File: src/rtl/instr_sequencer_pkg.sv
// ----------------------------------------------------------------------------
// instr_sequencer_pkg
// Shared definitions for the R-type instruction sequencer and the ALU that
// consumes its alu_control output.
//   - OPCODE_RTYPE : the only opcode the sequencer treats as legal
//   - FUNCT7_*     : the two funct7 values that R-type ALU ops use
//   - alu_op_e     : 4-bit ALU operation select encodings
//   - seq_state_e  : sequencer FSM state encoding
// ----------------------------------------------------------------------------
package instr_sequencer_pkg;

  localparam logic [6:0] OPCODE_RTYPE = 7'b0110011;
  localparam logic [6:0] FUNCT7_BASE  = 7'b0000000;
  localparam logic [6:0] FUNCT7_ALT   = 7'b0100000;

  typedef enum logic [3:0] {
    ALU_AND  = 4'b0000,
    ALU_OR   = 4'b0001,
    ALU_ADD  = 4'b0010,
    ALU_XOR  = 4'b0100,
    ALU_SUB  = 4'b0110,
    ALU_SLT  = 4'b0111,
    ALU_SLL  = 4'b1000,
    ALU_SRL  = 4'b1001,
    ALU_SRA  = 4'b1010,
    ALU_SLTU = 4'b1011
  } alu_op_e;

  typedef enum logic [2:0] {
    ST_IDLE   = 3'd0,
    ST_DECODE = 3'd1,
    ST_EXEC   = 3'd2,
    ST_WB     = 3'd3,
    ST_DONE   = 3'd4
  } seq_state_e;

endpackage

File: src/rtl/rtype_decoder.sv
// ----------------------------------------------------------------------------
// rtype_decoder
// Purely combinational RV32 R-type decoder.
// Ports:
//   instr       in  32-bit instruction word
//   rs1/rs2/rd  out register-file address fields of the word
//   alu_control out ALU operation select (ALU_AND when illegal)
//   illegal     out 1 when the opcode is not R-type or the funct7/funct3
//                   pair does not name a supported ALU operation
// ----------------------------------------------------------------------------
module rtype_decoder
  import instr_sequencer_pkg::*;
(
  input  logic [31:0] instr,
  output logic [4:0]  rs1,
  output logic [4:0]  rs2,
  output logic [4:0]  rd,
  output logic [3:0]  alu_control,
  output logic        illegal
);

  logic [6:0] opcode;
  logic [6:0] funct7;
  logic [2:0] funct3;

  assign opcode = instr[6:0];
  assign funct7 = instr[31:25];
  assign funct3 = instr[14:12];
  assign rs1    = instr[19:15];
  assign rs2    = instr[24:20];
  assign rd     = instr[11:7];

  // Map the funct7/funct3 pair to an ALU op; anything unlisted is illegal.
  // An illegal word forces alu_control back to a benign value so the
  // datapath never sees a half-decoded operation.
  always_comb begin
    alu_control = ALU_AND;
    illegal     = 1'b0;
    case ({funct7, funct3})
      {FUNCT7_BASE, 3'b000}: alu_control = ALU_ADD;
      {FUNCT7_ALT,  3'b000}: alu_control = ALU_SUB;
      {FUNCT7_BASE, 3'b001}: alu_control = ALU_SLL;
      {FUNCT7_BASE, 3'b010}: alu_control = ALU_SLT;
      {FUNCT7_BASE, 3'b011}: alu_control = ALU_SLTU;
      {FUNCT7_BASE, 3'b100}: alu_control = ALU_XOR;
      {FUNCT7_BASE, 3'b101}: alu_control = ALU_SRL;
      {FUNCT7_ALT,  3'b101}: alu_control = ALU_SRA;
      {FUNCT7_BASE, 3'b110}: alu_control = ALU_OR;
      {FUNCT7_BASE, 3'b111}: alu_control = ALU_AND;
      default:               illegal     = 1'b1;
    endcase
    if (opcode != OPCODE_RTYPE) begin
      illegal = 1'b1;
    end
    if (illegal) begin
      alu_control = ALU_AND;
    end
  end

endmodule

File: src/rtl/instr_sequencer.sv
// ----------------------------------------------------------------------------
// instr_sequencer
// Multi-cycle control sequencer for RV32 R-type instructions:
// IDLE -> DECODE -> EXEC -> WB -> DONE for legal words, IDLE -> DECODE ->
// DONE for illegal ones. Every output comes straight from a flop.
// Ports:
//   clock, reset        clock and asynchronous active-low reset
//   instr_valid, instr  upstream instruction handshake / word
//   instr_ready         high only while idle
//   read_reg_num1/2     rs1 / rs2 register addresses
//   write_reg           rd register address
//   alu_control         ALU operation select
//   regwrite            register-file write enable (WB cycle, rd != 0)
//   zero_flag           ALU zero result, sampled during EXEC
//   done                one-cycle completion pulse
//   err                 illegal-instruction flag, valid with done
//   zero_out            captured zero_flag, valid with done
//   retired             wrapping count of legal instructions completed
// ----------------------------------------------------------------------------
module instr_sequencer
  import instr_sequencer_pkg::*;
#(
  parameter int CNT_W = 16
) (
  input  logic             clock,
  input  logic             reset,
  input  logic             instr_valid,
  input  logic [31:0]      instr,
  output logic             instr_ready,
  output logic [4:0]       read_reg_num1,
  output logic [4:0]       read_reg_num2,
  output logic [4:0]       write_reg,
  output logic [3:0]       alu_control,
  output logic             regwrite,
  input  logic             zero_flag,
  output logic             done,
  output logic             err,
  output logic             zero_out,
  output logic [CNT_W-1:0] retired
);

  seq_state_e       state_q, state_d;
  logic [4:0]       rs1_q, rs1_d;
  logic [4:0]       rs2_q, rs2_d;
  logic [4:0]       rd_q, rd_d;
  logic [3:0]       alu_q, alu_d;
  logic             illegal_q, illegal_d;
  logic             zero_cap_q, zero_cap_d;
  logic             ready_q, ready_d;
  logic             regwrite_q, regwrite_d;
  logic             done_q, done_d;
  logic             err_q, err_d;
  logic             zero_out_q, zero_out_d;
  logic [CNT_W-1:0] retired_q, retired_d;

  logic             handshake;
  logic [4:0]       dec_rs1, dec_rs2, dec_rd;
  logic [3:0]       dec_alu;
  logic             dec_illegal;

  // The incoming word is decoded before it is captured, so the registered
  // address/opcode fields are already valid in the DECODE cycle and the raw
  // instruction never needs its own holding register.
  rtype_decoder u_decoder (
    .instr       (instr),
    .rs1         (dec_rs1),
    .rs2         (dec_rs2),
    .rd          (dec_rd),
    .alu_control (dec_alu),
    .illegal     (dec_illegal)
  );

  assign handshake = (state_q == ST_IDLE) && instr_valid;

  // Next-state and next-output logic. Outputs are derived from the state
  // being entered, so each flop shows the value belonging to the new state.
  always_comb begin
    state_d    = state_q;
    rs1_d      = rs1_q;
    rs2_d      = rs2_q;
    rd_d       = rd_q;
    alu_d      = alu_q;
    illegal_d  = illegal_q;
    zero_cap_d = zero_cap_q;
    retired_d  = retired_q;

    case (state_q)
      ST_IDLE:   if (instr_valid) state_d = ST_DECODE;
      ST_DECODE: state_d = illegal_q ? ST_DONE : ST_EXEC;
      ST_EXEC:   state_d = ST_WB;
      ST_WB:     state_d = ST_DONE;
      ST_DONE:   state_d = ST_IDLE;
      default:   state_d = ST_IDLE;
    endcase

    if (handshake) begin
      rs1_d     = dec_rs1;
      rs2_d     = dec_rs2;
      rd_d      = dec_rd;
      alu_d     = dec_alu;
      illegal_d = dec_illegal;
    end

    if (state_q == ST_EXEC) begin
      zero_cap_d = zero_flag;
    end

    ready_d    = (state_d == ST_IDLE);
    regwrite_d = (state_d == ST_WB) && (rd_q != 5'd0);
    done_d     = (state_d == ST_DONE);
    err_d      = done_d && illegal_q;
    zero_out_d = done_d && !illegal_q && zero_cap_q;

    if (done_d && !illegal_q) begin
      retired_d = retired_q + {{(CNT_W-1){1'b0}}, 1'b1};
    end
  end

  // State and output registers; reset aborts any instruction in flight and
  // returns the block to its power-up condition.
  always_ff @(posedge clock or negedge reset) begin
    if (!reset) begin
      state_q    <= ST_IDLE;
      rs1_q      <= 5'd0;
      rs2_q      <= 5'd0;
      rd_q       <= 5'd0;
      alu_q      <= 4'd0;
      illegal_q  <= 1'b0;
      zero_cap_q <= 1'b0;
      ready_q    <= 1'b1;
      regwrite_q <= 1'b0;
      done_q     <= 1'b0;
      err_q      <= 1'b0;
      zero_out_q <= 1'b0;
      retired_q  <= '0;
    end else begin
      state_q    <= state_d;
      rs1_q      <= rs1_d;
      rs2_q      <= rs2_d;
      rd_q       <= rd_d;
      alu_q      <= alu_d;
      illegal_q  <= illegal_d;
      zero_cap_q <= zero_cap_d;
      ready_q    <= ready_d;
      regwrite_q <= regwrite_d;
      done_q     <= done_d;
      err_q      <= err_d;
      zero_out_q <= zero_out_d;
      retired_q  <= retired_d;
    end
  end

  assign instr_ready   = ready_q;
  assign read_reg_num1 = rs1_q;
  assign read_reg_num2 = rs2_q;
  assign write_reg     = rd_q;
  assign alu_control   = alu_q;
  assign regwrite      = regwrite_q;
  assign done          = done_q;
  assign err           = err_q;
  assign zero_out      = zero_out_q;
  assign retired       = retired_q;

endmodule

File: config.mk
export PLATFORM = sky130hd
export DESIGN_NAME = instr_sequencer
export DESIGN_NICKNAME = d
export VERILOG_FILES = /design/src/rtl/instr_sequencer_pkg.sv /design/src/rtl/rtype_decoder.sv /design/src/rtl/instr_sequencer.sv
export SDC_FILE = /design/constraint.sdc
export NUM_CORES = 1
export LEC_CHECK = 0
export BUFFER_PORTS_ARGS = -buffer_cell sky130_fd_sc_hd__clkbuf_2
export CAP_MARGIN = 20
export CORE_MARGIN = 1
export CORE_UTILIZATION = 40
export DETAILED_ROUTE_END_ITERATION = 12
export PLACE_DENSITY = 0.67
export SKIP_LAST_GASP = 1
export SLEW_MARGIN = 5
export SYNTH_ARGS = -nofsm -noshare
export SYNTH_HDL_FRONTEND = slang
export SYNTH_SLANG_ARGS = --single-unit
File: constraint.sdc
create_clock -name clock -period 2.81 [get_ports clock]
set_input_delay 0.281 -clock clock [delete_from_list [all_inputs] [get_ports clock]]
set_output_delay 0.281 -clock clock [all_outputs]
set_load 0.05 [all_outputs]
==> results of run 1 <==
-- worst max-delay path, stage by stage, from the launching register on --
cell	delay [ns]
dfrtp_1	0.48
nor4b_4	0.54
buf_4	0.32
mux2_2	0.36
-- area by class of cell --
type	instances	area [µm²]
flip-flops and latches	45	1130
fillers	438	2200
clock buffers	6	72.6
repair buffers	78	413
inverters	9	33.8
multi-input cells	99	821
well taps	67	83.8
clock inverters	2	35.0
-- cell usage after synthesis --
library cell  number  share of area (%)
o311a_1            1               0.50
nor3_2             2               0.99
nand3_1            3               0.74
and4bb_1           1               0.62
nor3_1             2               0.50
o311ai_2           1               0.81
ha_1               1               0.62
and4_1             1               0.43
nand4_4            1                1.1
o22ai_1            2               0.62
a21oi_1            5                1.2
nor3_4             1               0.81
buf_2              3               0.74
inv_1              9                1.7
and3b_1            1               0.43
o21ai_0            1               0.25
nor2_1             9                1.7
clkbuf_1           1               0.19
and3_1             4                1.2
nor4_1             1               0.31
or3_1              1               0.31
dfstp_2            1                1.3
nor3b_1            2               0.74
dfrtp_1           44                 55
o32ai_2            1               0.81
nor4b_1            1               0.43
or4b_4             1               0.68
o21a_1             1               0.37
mux2i_1            2               0.99
nand2_1            8                1.5
and2_1             1               0.31
buf_6              1               0.56
xor2_1             7                3.0
o22a_2             1               0.50
nor2b_1            2               0.62
mux2_2            17                9.5
nor4b_4            1                1.2
buf_4              1               0.37
nand3_4            1               0.87
xnor2_1           10                4.3
nand4_1            4                1.2
o32ai_1            1               0.43
-- cell usage in the layout (no fill, tap or decap), types with 2 or more instances in the layout --
| master | synthesis | layout |
|---|---|---|
| a21oi_1 | 5 | 5 |
| and3_1 | 4 | 4 |
| clkbuf_2 | 0 | 75 |
| clkbuf_8 | 0 | 5 |
| dfrtp_1 | 44 | 44 |
| inv_1 | 9 | 9 |
| mux2_2 | 17 | 17 |
| mux2i_1 | 2 | 2 |
| nand2_1 | 8 | 8 |
| nand3_1 | 3 | 3 |
| nand4_1 | 4 | 4 |
| nor2_1 | 9 | 9 |
| nor2b_1 | 2 | 2 |
| nor3_1 | 2 | 2 |
| nor3_2 | 2 | 2 |
| nor3b_1 | 2 | 2 |
| o22ai_1 | 2 | 2 |
| xnor2_1 | 10 | 10 |
| xor2_1 | 7 | 7 |
-- worst paths after layout --
check	start	to	slack, ns	cells past startpoint
worst max-delay path	state_q[0]	read_reg_num1[0]	1.0	3
worst min-delay path	instr[8]	write_reg[1]	0.21	2
worst max register to register	state_q[0]	read_reg_num1[0]	1.0	3
worst min register to register	zero_cap_q	zero_out	0.47	1
max in group asynchronous	reset	instr_ready	1.86	3
min in group asynchronous	reset	retired[7]	0.41	2
-- power by group --
| part | switching [µW] | internal (µW) | leakage (µW) |
|---|---|---|---|
| logic | 423 | 171 | 0.000666 |
| registers | 61.3 | 745 | 0.000579 |
| clock network | 207 | 264 | 0.0000552 |
-- per-stage QoR --
stage / util, % / hold slack, ns / instance area, µm² / power [µW]
2_1_floorplan: - / -0.0146 / 2020 / 1260
3_3_place_gp: 51.2 / 0.455 / 2450 / 1410
3_5_place_dp: 51.6 / 0.190 / 2470 / 1420
4_1_cts: 54.0 / 0.202 / 2590 / 1890
5_1_grt: 54.0 / 0.198 / 2590 / 1960
6_report: 54.0 / 0.214 / 2590 / 1870
-- kinds of logic (layout without fill, tap and decap cells) --
| kind of cell | after synthesis | in the layout | share of synthesized area (%) |
|---|---|---|---|
| and+or+nand+nor | 48 | 48 | 16.7 |
| DFF | 45 | 45 | 55.8 |
| muxes | 19 | 19 | 10.5 |
| xor gates and xnor gates | 17 | 17 | 7.37 |
| buffers and inverters | 15 | 95 | 3.53 |
| AOI/OAI and AO/OA | 14 | 14 | 5.51 |
| adders and majority gates | 1 | 1 | 0.619 |
-- metal layers --
layer | wire length, µm | vias up
met2 | 1690 | 51
met5 | 0 | -
met3 | 230 | 5
met4 | 29 | 0
li1 | - | 712
met1 | 1710 | 696
==> flow_metrics.py, run 1 <==
metrics = {
    "drt": {
        "routedWlPerCell_um": 11.9,
        "wl_um": 3650,
        "vias_per_cell": 4.78,
        "drc": 0,
        "ant_nets": 0,
        "num_vias": 1464,
        "drt_iter0_drc": 71,
        "firstDrtPassIters": 4,
    },
    "clock_tree": {
        "clock-sinks": 45,
        "cts-resized-gates": 0,
        "clkLatencyLatePin_ns": 0.29,
        "numCtsBuffers": 5,
        "path_clk_slew_ns": 0.08,
        "cts_setup_buffers": 0,
        "cts-htree-levels": 2,
        "hold_buffers": 1,
        "cts_tree": "done",
        "root_buffer": "clkbuf_8",
        "cts_max_path_buffers": 2,
    },
    "global_routing": {
        "use_met1_pct": 20.2,
        "grt_max_degree": 35,
        "busiest_layer": "met2",
        "grt_pass1_vias": 1354,
        "grt_pass1_wl_um": 6020,
        "grtUsageMet3_pct": 5.11,
        "grtUsageMet2_pct": 21.8,
        "grt.total_usage_pct": 14.6,
        "grt_remaining_overflow": 0,
        "grt_antenna_before_repair": 0,
    },
    "sta": {
        "fin_crit_ns": 1.81,
        "maxSlewHeadroom_pct": 67.0,
        "finalMaxSlewViolations": 0,
        "clock.fmax_mhz": 551,
        "finalSetupTns_ns": 0,
        "hold_viol": 0,
        "rsz0062_at_grt": "false",
        "fin_crit_sh_pct": 64.6,
        "finalSetupViolations": 0,
        "setup_ws_ns": 0.995,
        "tightest_slew_ns": 0.493,
        "fin_skew_ns": 0.00825,
    },
    "finish": {
        "largest_reg_flops": 16,
        "area_delta_synth_final_pct": 28.1,
        "fin_cells": 306,
        "nNetsFinal": 275,
        "drive_gt1_share_pct": 46.9,
        "antenna_cells": 0,
    },
    "die": {
        "io_pins": 76,
        "core_area_mm2": 0.00479,
        "rows": 25,
        "die_h_um": 73.1,
        "start_util_pct": 42.2,
        "dieArea_mm2": 0.00534,
        "die_x_um": 73.1,
    },
    "critical_path": {
        "cp-start-kind": "flip-flop",
        "worstPathRequired_ns": 2.98,
        "critPathMaxFanout": 15,
        "cp.arrival_ns": 1.99,
        "worstSetupPathType": "reg2reg",
        "endpoint_kind": "flip-flop",
    },
    "synth": {
        "ys_warn_count": 0,
        "yosysSeqAreaShare_pct": 55.8,
        "synthDistinctLibCells": 42,
        "syn_area_mm2": 0.00202,
        "synth_seq_cells": 45,
        "avgSynthCellArea_um2": 12.7,
        "synthCells": 159,
        "syn_nets": 196,
    },
    "placed_design": {
        "pre_cts_slack_ns": 0.990,
        "port_buffers": 75,
        "hpwlAfterDp_um": 2730,
        "place_congestion": 0.716,
        "dp.cells": 297,
    },
    "power": {
        "ir_worst_vdd_v": 0.000475,
        "leakage_uw": 0.00130,
        "powerDensity_mw_per_mm2": 723,
    },
    "job": {
        "cap_viol_max_count": 0,
    },
    "run_status": {
        "status": "finished, final reports clean",
    },
    "hold_path": {
        "hp-class": "in2reg",
    },
}
Power figures use the tool's default switching activity.
==> run 2: changes to the inputs <==
Settings changed: PLACE_DENSITY 0.67 to 0.7.
Clock period 2.81 ns to 1.47 ns, I/O delays scaled along.
==> run 2 against run 1 <==
  * The flow now finishes with violations (negative setup slack)
  * Power grew 100%
  * Non-clock buffer count grew 20
  * Worst setup slack lost 1.0 ns
  * Critical endpoint is now alu_control[0]
  * Highest routed layer unchanged
==> flow_metrics.py, run 2 (synthesized netlist as in run 1, its figures left out) <==
metrics = {
    "die": {
        "die_x_um": 73.1,
        "dieArea_mm2": 0.00534,
        "core_area_mm2": 0.00479,
        "die_h_um": 73.1,
        "rows": 25,
        "start_util_pct": 42.2,
        "io_pins": 76,
    },
    "run_status": {
        "status": "finished, violations left",
        "violations": "negative setup slack",
    },
    "power": {
        "powerDensity_mw_per_mm2": 1330,
        "leakage_uw": 0.00144,
        "totalPowerFinal_uw": 3790,
        "ir_worst_vdd_v": 0.00141,
    },
    "finish": {
        "final_cell_mix": "clkbuf_2, dfrtp_1, buf_4, xnor2_1, dfrtp_2",
        "drive_gt1_share_pct": 57.9,
        "nNetsFinal": 295,
        "n_fill_cell": 405,
        "largest_reg_flops": 16,
        "antenna_cells": 0,
        "area_delta_synth_final_pct": 41.6,
        "design_area_mm2": 0.00286,
        "final_common_cell": "clkbuf_2",
    },
    "drt": {
        "num_vias": 1559,
        "ant_nets": 0,
        "drc": 0,
        "wl_um": 4270,
        "firstDrtPassIters": 4,
        "routedWlPerCell_um": 13.1,
        "vias_per_cell": 4.78,
        "drt_iter0_drc": 59,
    },
    "sta": {
        "fin_crit_ns": 1.51,
        "rsz0062_at_grt": "true",
        "finalSetupViolations": 7,
        "maxSlewHeadroom_pct": 73.4,
        "fin_skew_ns": 0.00651,
        "hold_viol": 0,
        "setup_ws_ns": -0.0385,
        "finalMaxSlewViolations": 0,
        "tightest_slew_ns": 0.394,
        "clock.fmax_mhz": 663,
        "fin_crit_sh_pct": 103,
    },
    "critical_path": {
        "slowest_delay_ns": 0.43,
        "endpoint_kind": "flip-flop",
        "worstReg2RegEnd": "alu_control[0]",
        "cp.arrival_ns": 1.71,
        "slowest_stage": "dfrtp_1",
        "cp_num_buf_inv": 1,
        "worstPathRequired_ns": 1.67,
        "reg2reg_from": "state_q[2]",
        "critPathTopFamily": "simple AND/OR/NAND/NOR gates",
        "cp-start-kind": "flip-flop",
        "r2r_slack_ns": -0.04,
        "worstSetupPathType": "reg2reg",
        "critPathMaxFanout": 3,
        "r2r_cells": 5,
        "crit_chain": "nor4b_4 > buf_4 > and3_4 > o311ai_4 > o32ai_2",
    },
    "hold_path": {
        "hp-class": "in2reg",
        "hold-path-cell-count": 2,
        "holdCritStartpoint": "instr[9]",
        "whs_endpoint": "write_reg[2]",
    },
    "clock_tree": {
        "cts_max_path_buffers": 2,
        "numCtsBuffers": 5,
        "clock-sinks": 45,
        "cts_tree": "done",
        "root_buffer": "clkbuf_8",
        "clkLatencyLatePin_ns": 0.29,
        "path_clk_slew_ns": 0.08,
        "cts-htree-levels": 2,
    },
    "global_routing": {
        "grt_antenna_before_repair": 0,
        "grt_pass1_vias": 1513,
        "grtUsageMet3_pct": 4.97,
        "grt_remaining_overflow": 0,
        "grt_pass1_wl_um": 6760,
        "grt.total_usage_pct": 16.6,
        "grt_max_degree": 46,
        "busiest_layer": "met2",
        "use_met1_pct": 19.7,
        "grtUsageMet2_pct": 28.5,
    },
    "placed_design": {
        "place_congestion": 0.731,
        "hpwlAfterDp_um": 2970,
        "port_buffers": 75,
        "placed_area_mm2": 0.00257,
    },
    "job": {
        "cap_viol_max_count": 0,
    },
}
==> run 2: cell types whose count changed in the layout (fill, tap and decap cells not counted), sizes merged <==
cell	before	now
buf	2	22
clkinv	1	0
clkinvlp	0	1
==> run 2: area by class of cell <==
cell class                 instances  area, µm²  share of cell area, %
multi-input combinational         99        903                   31.6
clock buffer                       6       82.6                   2.89
timing repair buffer              98        578                   20.2
clock inverter                     2       37.5                   1.31
tap                               67       83.8                   2.93
sequential                        45       1140                   39.9
inverter                           9       33.8                   1.18
==> run 2: layer usage <==
layer	routed length [µm]	share of wire [%]
met5	0	0
met4	48	1.1
met3	280	6.6
met2	2230	52
met1	1720	40
==> run 2: power by group <==
group	internal (µW)	switching (µW)
registers	1420	109
logic	434	859
clock network	553	416
==> run 2: per-stage QoR <==
stage | setup WS (ns) | setup TNS, ns | hold WS [ns] | utilization [%] | std cells
floorplan | -0.00939 | -0.0963 | -0.149 | - | 159
detailed placement | -0.0397 | -0.368 | 0.147 | 53.7 | 309
global route | -0.0930 | -0.786 | 0.0697 | 59.7 | 326
finish | -0.0385 | -0.148 | 0.0782 | 59.7 | 326
global placement | 0.0348 | 0 | 0.152 | 53.7 | 309
CTS | -0.0389 | -0.237 | 0.0696 | 57.9 | 321
==> run 2: timing repair <==
action                                 4_1_cts  5_1_grt
hold buffers                                 1        0
cloned                                       1        0
resized for setup                           10       13
setup endpoints to repair                   15       27
endpoints found under the hold margin       44        0
pin swaps                                    3        7
buffers inserted                             2        6
==> run 2: worst max-delay path by stage <==
stage	startpoint	depth (start not counted)	to	slack (ns)
after global routing	state_q[2]	5	alu_control[2]	-0.09
after CTS	state_q[2]	5	illegal_q	-0.04
after global placement	state_q[0]	3	read_reg_num2[3]	0.03
after detailed placement	state_q[0]	4	alu_control[2]	-0.04
final	state_q[2]	5	alu_control[0]	-0.04
after floorplan	state_q[0]	4	read_reg_num1[0]	-0.009
==> run 3: changes to the inputs <==
Settings changed: PLACE_DENSITY 0.7 to 0.67.
Clock period 1.47 ns to 1.8 ns, I/O delays scaled along.
==> run 3 against run 2 <==
  * The flow now finishes without violations
  * Worst setup slack improved by 0.28 ns
  * Critical path depth decreased by 2
  * Largest cell class unchanged
  * Wire length decreased by 12%
  * Sequential power decreased by 18%
  * Sequential share of layout area increased by 3.6 points
  * Design area is 9.3% lower
  * Core utilization decreased by 5.6 points
  * Critical path type unchanged
  * Global-route usage fell by 1.8 points
==> flow_metrics.py, run 3 (synthesized netlist as in run 1, its figures left out) <==
metrics = {
    "clock_tree": {
        "clkLatencyLatePin_ns": 0.29,
        "hold_buffers": 1,
        "numCtsBuffers": 5,
        "cts_setup_buffers": 0,
        "root_buffer": "clkbuf_8",
        "path_clk_slew_ns": 0.08,
        "cts-htree-levels": 2,
        "cts_tree": "done",
        "cts_max_path_buffers": 2,
        "cts-resized-gates": 0,
        "clock-sinks": 45,
    },
    "sta": {
        "rsz0062_at_grt": "false",
        "tightest_slew_ns": 0.433,
        "fin_crit_sh_pct": 86.6,
        "maxSlewHeadroom_pct": 70.7,
        "clock.fmax_mhz": 641,
        "setup_ws_ns": 0.241,
        "fin_crit_ns": 1.56,
        "fin_skew_ns": 0.00335,
        "finalSetupTns_ns": 0,
        "finalSetupViolations": 0,
        "hold_viol": 0,
        "finalMaxSlewViolations": 0,
    },
    "drt": {
        "vias_per_cell": 4.68,
        "wl_um": 3750,
        "ant_nets": 0,
        "routedWlPerCell_um": 12.2,
        "firstDrtPassIters": 4,
        "num_vias": 1442,
        "drc": 0,
        "drt_iter0_drc": 65,
    },
    "placed_design": {
        "port_buffers": 75,
        "hpwlAfterDp_um": 2940,
        "pre_cts_slack_ns": 0.243,
        "place_congestion": 0.701,
    },
    "critical_path": {
        "worstSetupPathType": "reg2reg",
        "endpoint_kind": "flip-flop",
        "cp-start-kind": "flip-flop",
        "critPathMaxFanout": 7,
        "worstPathRequired_ns": 1.97,
        "cp.arrival_ns": 1.73,
    },
    "finish": {
        "antenna_cells": 0,
        "largest_reg_flops": 16,
        "finalCoreUtilization_pct": 54.2,
        "area_delta_synth_final_pct": 28.4,
        "nNetsFinal": 278,
        "final_common_cell": "clkbuf_2",
        "final_cell_mix": "clkbuf_2, dfrtp_1, mux2_2, xnor2_1",
        "drive_gt1_share_pct": 47.7,
        "n_fill_cell": 444,
    },
    "global_routing": {
        "grt_pass1_wl_um": 6000,
        "grt.total_usage_pct": 14.8,
        "grt_remaining_overflow": 0,
        "grt_pass1_vias": 1333,
        "grt_antenna_before_repair": 0,
        "grt_max_degree": 17,
    },
    "power": {
        "totalPowerFinal_uw": 2910,
        "leakage_uw": 0.00131,
        "powerDensity_mw_per_mm2": 1120,
        "ir_worst_vdd_v": 0.000833,
    },
    "die": {
        "die_h_um": 73.1,
        "start_util_pct": 42.2,
        "core_area_mm2": 0.00479,
        "io_pins": 76,
        "dieArea_mm2": 0.00534,
        "die_x_um": 73.1,
        "rows": 25,
    },
    "run_status": {
        "status": "finished, final reports clean",
    },
    "job": {
        "cap_viol_max_count": 0,
    },
    "hold_path": {
        "hp-class": "in2reg",
    },
}
## run 3: changes by cell type in the layout (fill, tap and decap cells not counted), sizes merged
cell,previous run,this run
buf,22,5
clkbuf,81,80
clkinv,0,1
clkinvlp,1,0
## run 3: final timing paths
| kind | from | to | slack [ns] | cells after the start |
|---|---|---|---|---|
| worst max-delay path | state_q[2] | retired[1] | 0.24 | 3 |
| worst max register to register | state_q[2] | retired[1] | 0.24 | 3 |
| worst min-delay path | instr[23] | read_reg_num2[3] | 0.12 | 2 |
| min in group asynchronous | reset | retired[8] | 0.34 | 2 |
| max in group asynchronous | reset | instr_ready | 0.84 | 3 |
| worst min register to register | retired[15] | retired[15] | 0.48 | 1 |
## run 3: metal layers
metal / share of wire, % / global-route usage (%) / vias to the layer above / wire length, µm
li1: - / - / 715 / -
met1: 46 / 19.6 / 669 / 1740
met2: 46 / 22.6 / 53 / 1740
met3: 5.9 / 4.83 / 5 / 221
met4: 1.4 / 5.23 / 0 / 51
met5: 0 / 0 / - / 0
## run 3: through the flow
step / std cells / cell area (µm²) / hold slack [ns]
finish: 308 / 2590 / 0.117
global route: 308 / 2590 / 0.105
CTS: 308 / 2590 / 0.106
detailed placement: 300 / 2480 / 0.117
global placement: 300 / 2480 / 0.112
floorplan: 159 / 2020 / -0.116
## run 3: critical path, cell delays in order (launching register included)
cell      delay (ns)
dfrtp_1         0.46
and4bb_1        0.45
buf_4           0.20
mux2_2          0.34
## run 3: area by class of cell
cell class | count | area [µm²] | area share (%)
sequential | 45 | 1130 | 43.5
multi-input combinational | 99 | 821 | 31.7
timing repair buffer | 81 | 423 | 16.3
tap | 67 | 83.8 | 3.23
clock buffer | 5 | 68.8 | 2.65
clock inverter | 2 | 35.0 | 1.35
inverter | 9 | 33.8 | 1.30
## run 3: power breakdown
part	leakage, µW	internal [µW]	switching [µW]
clock network	0.0000540	403	315
registers	0.000579	1160	92.1
logic	0.000676	270	666
total	0.00131	1840	1070
